File: config.mk
export PLATFORM = sky130hd
export DESIGN_NAME = pipelined_cla_adder
export DESIGN_NICKNAME = d
export VERILOG_FILES = /design/src/rtl/pipelined_cla_adder.sv
export SDC_FILE = /design/constraint.sdc
export NUM_CORES = 1
export LEC_CHECK = 0
export ABC_AREA = 1
export ABC_CLOCK_PERIOD_IN_PS = 5180
export CAP_MARGIN = 20
export CELL_PAD_IN_SITES_DETAIL_PLACEMENT = 1
export CELL_PAD_IN_SITES_GLOBAL_PLACEMENT = 2
export CORE_MARGIN = 2
export CORE_UTILIZATION = 37
export CTS_CLUSTER_SIZE = 12
export DETAILED_ROUTE_END_ITERATION = 12
export PLACE_DENSITY_LB_ADDON = 0.1
export SLEW_MARGIN = 20
export SYNTH_ARGS = -nofsm -noshare
export SYNTH_HDL_FRONTEND = slang
export SYNTH_SLANG_ARGS = --single-unit
File: constraint.sdc
create_clock -name clk -period 5.18 [get_ports clk]
set_input_delay 0.518 -clock clk [delete_from_list [all_inputs] [get_ports clk]]
set_output_delay 0.518 -clock clk [all_outputs]
set_load 0.03 [all_outputs]
File: src/rtl/pipelined_cla_adder.sv
// Pipelined carry-look-ahead adder/subtractor.
// WIDTH is resolved BLOCK bits per registered stage; inside a slice the bits
// are grouped into 4-bit look-ahead groups that ripple into one another.
// Slice 0 is resolved while the operation is captured, so an operation
// accepted on edge N is presented after edge N+STAGES-1.
// The whole pipeline advances together whenever the output is free or taken.
module pipelined_cla_adder #(
  parameter int WIDTH = 64,
  parameter int BLOCK = 16,
  parameter int TAG_W = 4
) (
  input  logic             clk,
  input  logic             rst,
  input  logic             in_valid,
  output logic             in_ready,
  input  logic [WIDTH-1:0] a,
  input  logic [WIDTH-1:0] b,
  input  logic             cin,
  input  logic             op_sub,
  input  logic [TAG_W-1:0] tag_in,
  output logic             out_valid,
  input  logic             out_ready,
  output logic [WIDTH-1:0] sum,
  output logic             cout,
  output logic             ovf,
  output logic             zero,
  output logic [TAG_W-1:0] tag_out
);

  localparam int STAGES = WIDTH / BLOCK;

  generate
    if ((WIDTH % BLOCK) != 0 || (BLOCK % 4) != 0 || BLOCK < 4) begin : g_param_check
      $error("pipelined_cla_adder: WIDTH must be a multiple of BLOCK, BLOCK a multiple of 4");
    end
  endgenerate

  // One BLOCK-bit slice: 4-bit look-ahead groups, rippling group to group.
  // Returns {carry_out, slice_sum}.
  function automatic logic [BLOCK:0] cla_slice(input logic [BLOCK-1:0] x,
                                               input logic [BLOCK-1:0] y,
                                               input logic             c0);
    logic [BLOCK-1:0] s;
    logic [3:0]       p;
    logic [3:0]       g;
    logic [4:0]       gc;
    logic             c;
    s = '0;
    c = c0;
    for (int j = 0; j < BLOCK / 4; j++) begin
      p     = x[4*j +: 4] ^ y[4*j +: 4];
      g     = x[4*j +: 4] & y[4*j +: 4];
      gc[0] = c;
      gc[1] = g[0] | (p[0] & c);
      gc[2] = g[1] | (p[1] & g[0]) | (p[1] & p[0] & c);
      gc[3] = g[2] | (p[2] & g[1]) | (p[2] & p[1] & g[0]) | (p[2] & p[1] & p[0] & c);
      gc[4] = g[3] | (p[3] & g[2]) | (p[3] & p[2] & g[1]) | (p[3] & p[2] & p[1] & g[0])
            | (p[3] & p[2] & p[1] & p[0] & c);
      s[4*j +: 4] = p ^ gc[3:0];
      c = gc[4];
    end
    return {c, s};
  endfunction

  logic [WIDTH-1:0] a_q   [STAGES];
  logic [WIDTH-1:0] b_q   [STAGES];
  logic [WIDTH-1:0] sum_q [STAGES];
  logic [TAG_W-1:0] tag_q [STAGES];
  logic [WIDTH-1:0] a_d   [STAGES];
  logic [WIDTH-1:0] b_d   [STAGES];
  logic [WIDTH-1:0] sum_d [STAGES];
  logic [TAG_W-1:0] tag_d [STAGES];
  logic [STAGES-1:0] c_q, c_d;
  logic [STAGES-1:0] valid_q, valid_d;
  logic ovf_q, ovf_d, zero_q, zero_d;
  logic adv;

  logic [WIDTH-1:0] src_a, src_b, src_sum;
  logic [TAG_W-1:0] src_tag;
  logic             src_c, src_v;
  logic [BLOCK:0]   res;

  assign adv      = !valid_q[STAGES-1] || out_ready;
  assign in_ready = adv;

  // Per-stage next state: resolve slice k on top of whatever stage k-1 holds.
  always_comb begin
    src_a   = '0;
    src_b   = '0;
    src_sum = '0;
    src_tag = '0;
    src_c   = 1'b0;
    src_v   = 1'b0;
    res     = '0;
    ovf_d   = 1'b0;
    zero_d  = 1'b0;
    c_d     = '0;
    valid_d = '0;
    for (int k = 0; k < STAGES; k++) begin
      a_d[k]   = '0;
      b_d[k]   = '0;
      sum_d[k] = '0;
      tag_d[k] = '0;
    end
    for (int k = 0; k < STAGES; k++) begin
      if (k == 0) begin
        src_a   = a;
        src_b   = op_sub ? ~b : b;
        src_c   = op_sub ? 1'b1 : cin;
        src_sum = '0;
        src_tag = tag_in;
        src_v   = in_valid;
      end else begin
        src_a   = a_q[(k == 0) ? 0 : k - 1];
        src_b   = b_q[(k == 0) ? 0 : k - 1];
        src_c   = c_q[(k == 0) ? 0 : k - 1];
        src_sum = sum_q[(k == 0) ? 0 : k - 1];
        src_tag = tag_q[(k == 0) ? 0 : k - 1];
        src_v   = valid_q[(k == 0) ? 0 : k - 1];
      end
      res                         = cla_slice(src_a[k*BLOCK +: BLOCK], src_b[k*BLOCK +: BLOCK], src_c);
      sum_d[k]                    = src_sum;
      sum_d[k][k*BLOCK +: BLOCK]  = res[BLOCK-1:0];
      c_d[k]                      = res[BLOCK];
      a_d[k]                      = src_a;
      b_d[k]                      = src_b;
      tag_d[k]                    = src_tag;
      valid_d[k]                  = src_v;
      if (k == STAGES - 1) begin
        ovf_d  = (src_a[WIDTH-1] == src_b[WIDTH-1]) && (sum_d[k][WIDTH-1] != src_a[WIDTH-1]);
        zero_d = ~|sum_d[k];
      end
    end
  end

  // Stage registers; data only loads behind a valid op so bubbles leave results untouched.
  always_ff @(posedge clk) begin
    if (rst) begin
      valid_q <= '0;
      c_q     <= '0;
      ovf_q   <= 1'b0;
      zero_q  <= 1'b0;
      for (int k = 0; k < STAGES; k++) begin
        a_q[k]   <= '0;
        b_q[k]   <= '0;
        sum_q[k] <= '0;
        tag_q[k] <= '0;
      end
    end else if (adv) begin
      valid_q <= valid_d;
      for (int k = 0; k < STAGES; k++) begin
        if (valid_d[k]) begin
          a_q[k]   <= a_d[k];
          b_q[k]   <= b_d[k];
          sum_q[k] <= sum_d[k];
          tag_q[k] <= tag_d[k];
          c_q[k]   <= c_d[k];
        end
      end
      if (valid_d[STAGES-1]) begin
        ovf_q  <= ovf_d;
        zero_q <= zero_d;
      end
    end
  end

  assign out_valid = valid_q[STAGES-1];
  assign sum       = sum_q[STAGES-1];
  assign cout      = c_q[STAGES-1];
  assign ovf       = ovf_q;
  assign zero      = zero_q;
  assign tag_out   = tag_q[STAGES-1];

endmodule
==> impl_results.md <==
- Status: completed
- Post-Place Worst Slack: 1.615 ns
- Delay of the slowest critical-path stage: 0.50 ns
- Clk pin slew, worst setup/hold paths: 0.06 ns
- CTS sink count: 378
- Core ar.: 47,550 um^2
- Post-CTS setup buffers: 0
- Yosys warns: 0
- Worst VDD drop: 0.2230 mV
- Final setup viols: 0
- Via count normalized by instance count: about 4.6
- Gate Count Post-Synth: approximately 1,700
- Max Cap Violations: 0
- Die Y: 223.1 um
- Flop2flop setup slack: between 1.5 and 2 ns
- Worst-margin pin slew: 1.039 ns
- Vias in the first global route: 12,230
- DPL Wire Length: 27,480 um
- Synth Net Count: approximately 1,900
- Multi-input logic area: between 5000 and 6000 um^2
- Fin Clk Skew: 0.02075 ns
- CTS tree: done
- TNS Setup: 0 ns
- Hold path start: valid_q[1]$_SDFFE_PP0N_
- # hold bufs at CTS: 0
- Max Transition Viols Final: 0
- First-pass GRT wire length: 64,130 um
- Worst path bufs/invs: 0
- R2R Path Start: a_q[0][181]$_SDFFCE_PN0P_
- Setup repair after global routing missed its margin: false
- Top cell type's share of synthesized area: between 60 and 70%
- Area contributors post-synth: edfxtp_1 (62%), nor2_1 (8.9%), inv_1 (7.3%), ha_1 (4.5%), nand2_1 (3.0%)
- WP data required: 5.67 ns
- Total placed cells including tap cells: 2,468
- I/O pin count: 211
- Root buf cell: clkbuf_16
- Avg WL per Cell: 15.85 um
- Fin cells: 2,541
- Htree depth: 2
- Nets: 2,115
- Routed Antenna Nets: 0
- Distinct cells, synth: 36
- Critical path startpoint category: register
- Layout area overhead: 22.69%
- Power, Total: about 7.3 mW
- Max-slew headroom: 30.74%
- DR pass1 iterations: 6
- CTS Buffer Depth: 3
- Layout cell share with drive strength beyond 1: 4.987%
- Final Critical Period: 3.301 ns
- Synth Cell Area: approximately 18,000 um^2
- Average size of a mapped cell: approximately 11 um^2
- CTS Buf Count: 42
- Register area: 11,250 um^2
- RePlAce Congestion: 0.8059
- Crit path cell chain: ha_1 > nand3_1 > nor2_1 > nor3_2 > nand2_4 > nand3_4 > nand2_4 > fa_1 > nor2_1 > nand2_1 > nor2_1 > nand2_1 > nor2_1 > nand2_1 > nor2_1 > nand2_1 > nor2_1 > nand3_1 > nor2_1 > nand3_1 > nand2_1
- Pwr/cell area: 334.2 nW/um^2
- Seq/Total Area, Yosys: 63.33%
- Arrival time at the worst endpoint: between 3 and 4 ns
- Delay-heaviest family, CP: simple AND/OR/NAND/NOR gates
- Overall Global Routing Usage: 16.56%
- Critical Path Source: a_q[0][181]$_SDFFCE_PN0P_
- Worst Slack Setup Final: 1.879 ns
- Crit path max-delay cell type: fa_1
- Crit path top cell by count: nor2_1
- Most frequent cells in the layout: nor2_1 (422), edfxtp_1 (368), inv_1 (346), clkdlybuf4s50_1 (209), nand2_1 (139)
- Final WL: 40,270 um
- Initial antenna violation count: 2
- Lkg Pwr: 9.210 nW
- # DRC: 0
- Critical path type: register to register
- Hold slack final: about 0.47 ns
- Final Util: 45.84%
- Filler cells: 5,206
- Placed instance area: 20,550 um^2
- Pin count of the biggest net entering global routing: 70
- FP Rows: 80
- PortBufs: 210
- Crit path max fanout: 7
- Post-synth EDFFs: about 370
- Seq cells post-synth: between 300 and 400
- Fmax: 302.9 MHz
- Largest area contributor in the netlist: edfxtp_1
- Chip width: 223.1 um
- Post-Layout Inst Area: around 22,000 um^2
- PostCTS Resize Cnt: 0
- Die Footprint: around 50,000 um^2
- Initial core utilization: between 30% and 40%
- Hold Fails Final Rpt: 0
- Setup crit end kind: register
- Most common cell after layout, fill and taps aside: nor2_1
- Final Cycle Share: 63.73%
- Clk_lat worst skew: 0.56 ns
- Overflow after GRT: 0
- Worst hold path type: register to register
- Top FF cell, synth: edfxtp_1
- Initial DRC count: 581
- Post-synthesis async set-or-reset flop share: 0%
- Via count: 11,570
-- cell families after synthesis --
group,synth area share (%)
adders and majority gates,6.311
xor gates and xnor gates,3.895
and+or+nand+nor,15.13
AOI/OAI and AO/OA,2.726
DFF,63.33
buffers and inverters,8.607
-- sequential cells by signal, summed over array words and instances (netlist names) --
name     count
b_q         96
c_q          4
a_q         96
valid_q      4
sum_q      160
tag_q       16
ovf          1
zero         1
-- area by class of cell --
class,instances,area share (%)
inverter,354,6.125
clock buffer,59,5.305
multi-input combinational,902,23.01
clock inverter,13,0.3961
antenna,1,0.01148
timing repair buffer,219,10.00
sequential,378,51.62
tap,615,3.531
-- worst paths after layout --
| kind | to | depth (start not counted) |
|---|---|---|
| max | zero$_SDFFE_PP0P_ | 21 |
| min | valid_q[1]$_SDFFE_PP0N_ | 2 |
| max reg2reg | zero$_SDFFE_PP0P_ | 21 |
| min reg2reg | valid_q[1]$_SDFFE_PP0N_ | 2 |
-- routing by layer --
| layer | up-vias | track usage [%] | part of all wire (%) |
|---|---|---|---|
| li1 | 5746 | - | - |
| met3 | 47 | 3.227 | 4.2 |
| met4 | 2 | 4.287 | 1.9 |
| met2 | 194 | 28.96 | 49 |
| met5 | - | 0 | 0.032 |
| met1 | 5578 | 21.04 | 45 |
-- Yosys cell counts, drive strengths merged (7+ instances only) --
library cell    n
a21oi          50
a31oi           7
and3            7
buf            20
clkbuf         25
dfxtp          10
edfxtp        368
fa             16
ha             64
inv           354
nand2         155
nand3          56
nor2          427
o21ai          13
xnor2          59
xor2           20
-- worst reg2reg max path, stage by stage (launching register included) --
cell      delay [ns]
edfxtp_1        0.37
ha_1            0.41
nand3_1         0.15
nor2_1          0.07
nor3_2          0.23
nand2_4         0.11
nand3_4         0.08
nand2_4         0.06
fa_1            0.50
nor2_1          0.17
nand2_1         0.07
nor2_1          0.08
nand2_1         0.06
nor2_1          0.15
nand2_1         0.06
nor2_1          0.10
nand2_1         0.06
nor2_1          0.14
nand3_1         0.10
nor2_1          0.14
nand3_1         0.09
nand2_1         0.06
-- where the power goes --
group,internal (mW),switching [mW],total (mW)
combinational,0.348,0.518,0.866
clock,1.60,1.18,2.78
sequential,3.57,0.0702,3.64
total,5.51,1.77,7.28
Note: power is estimated with default switching activity, not from simulation.
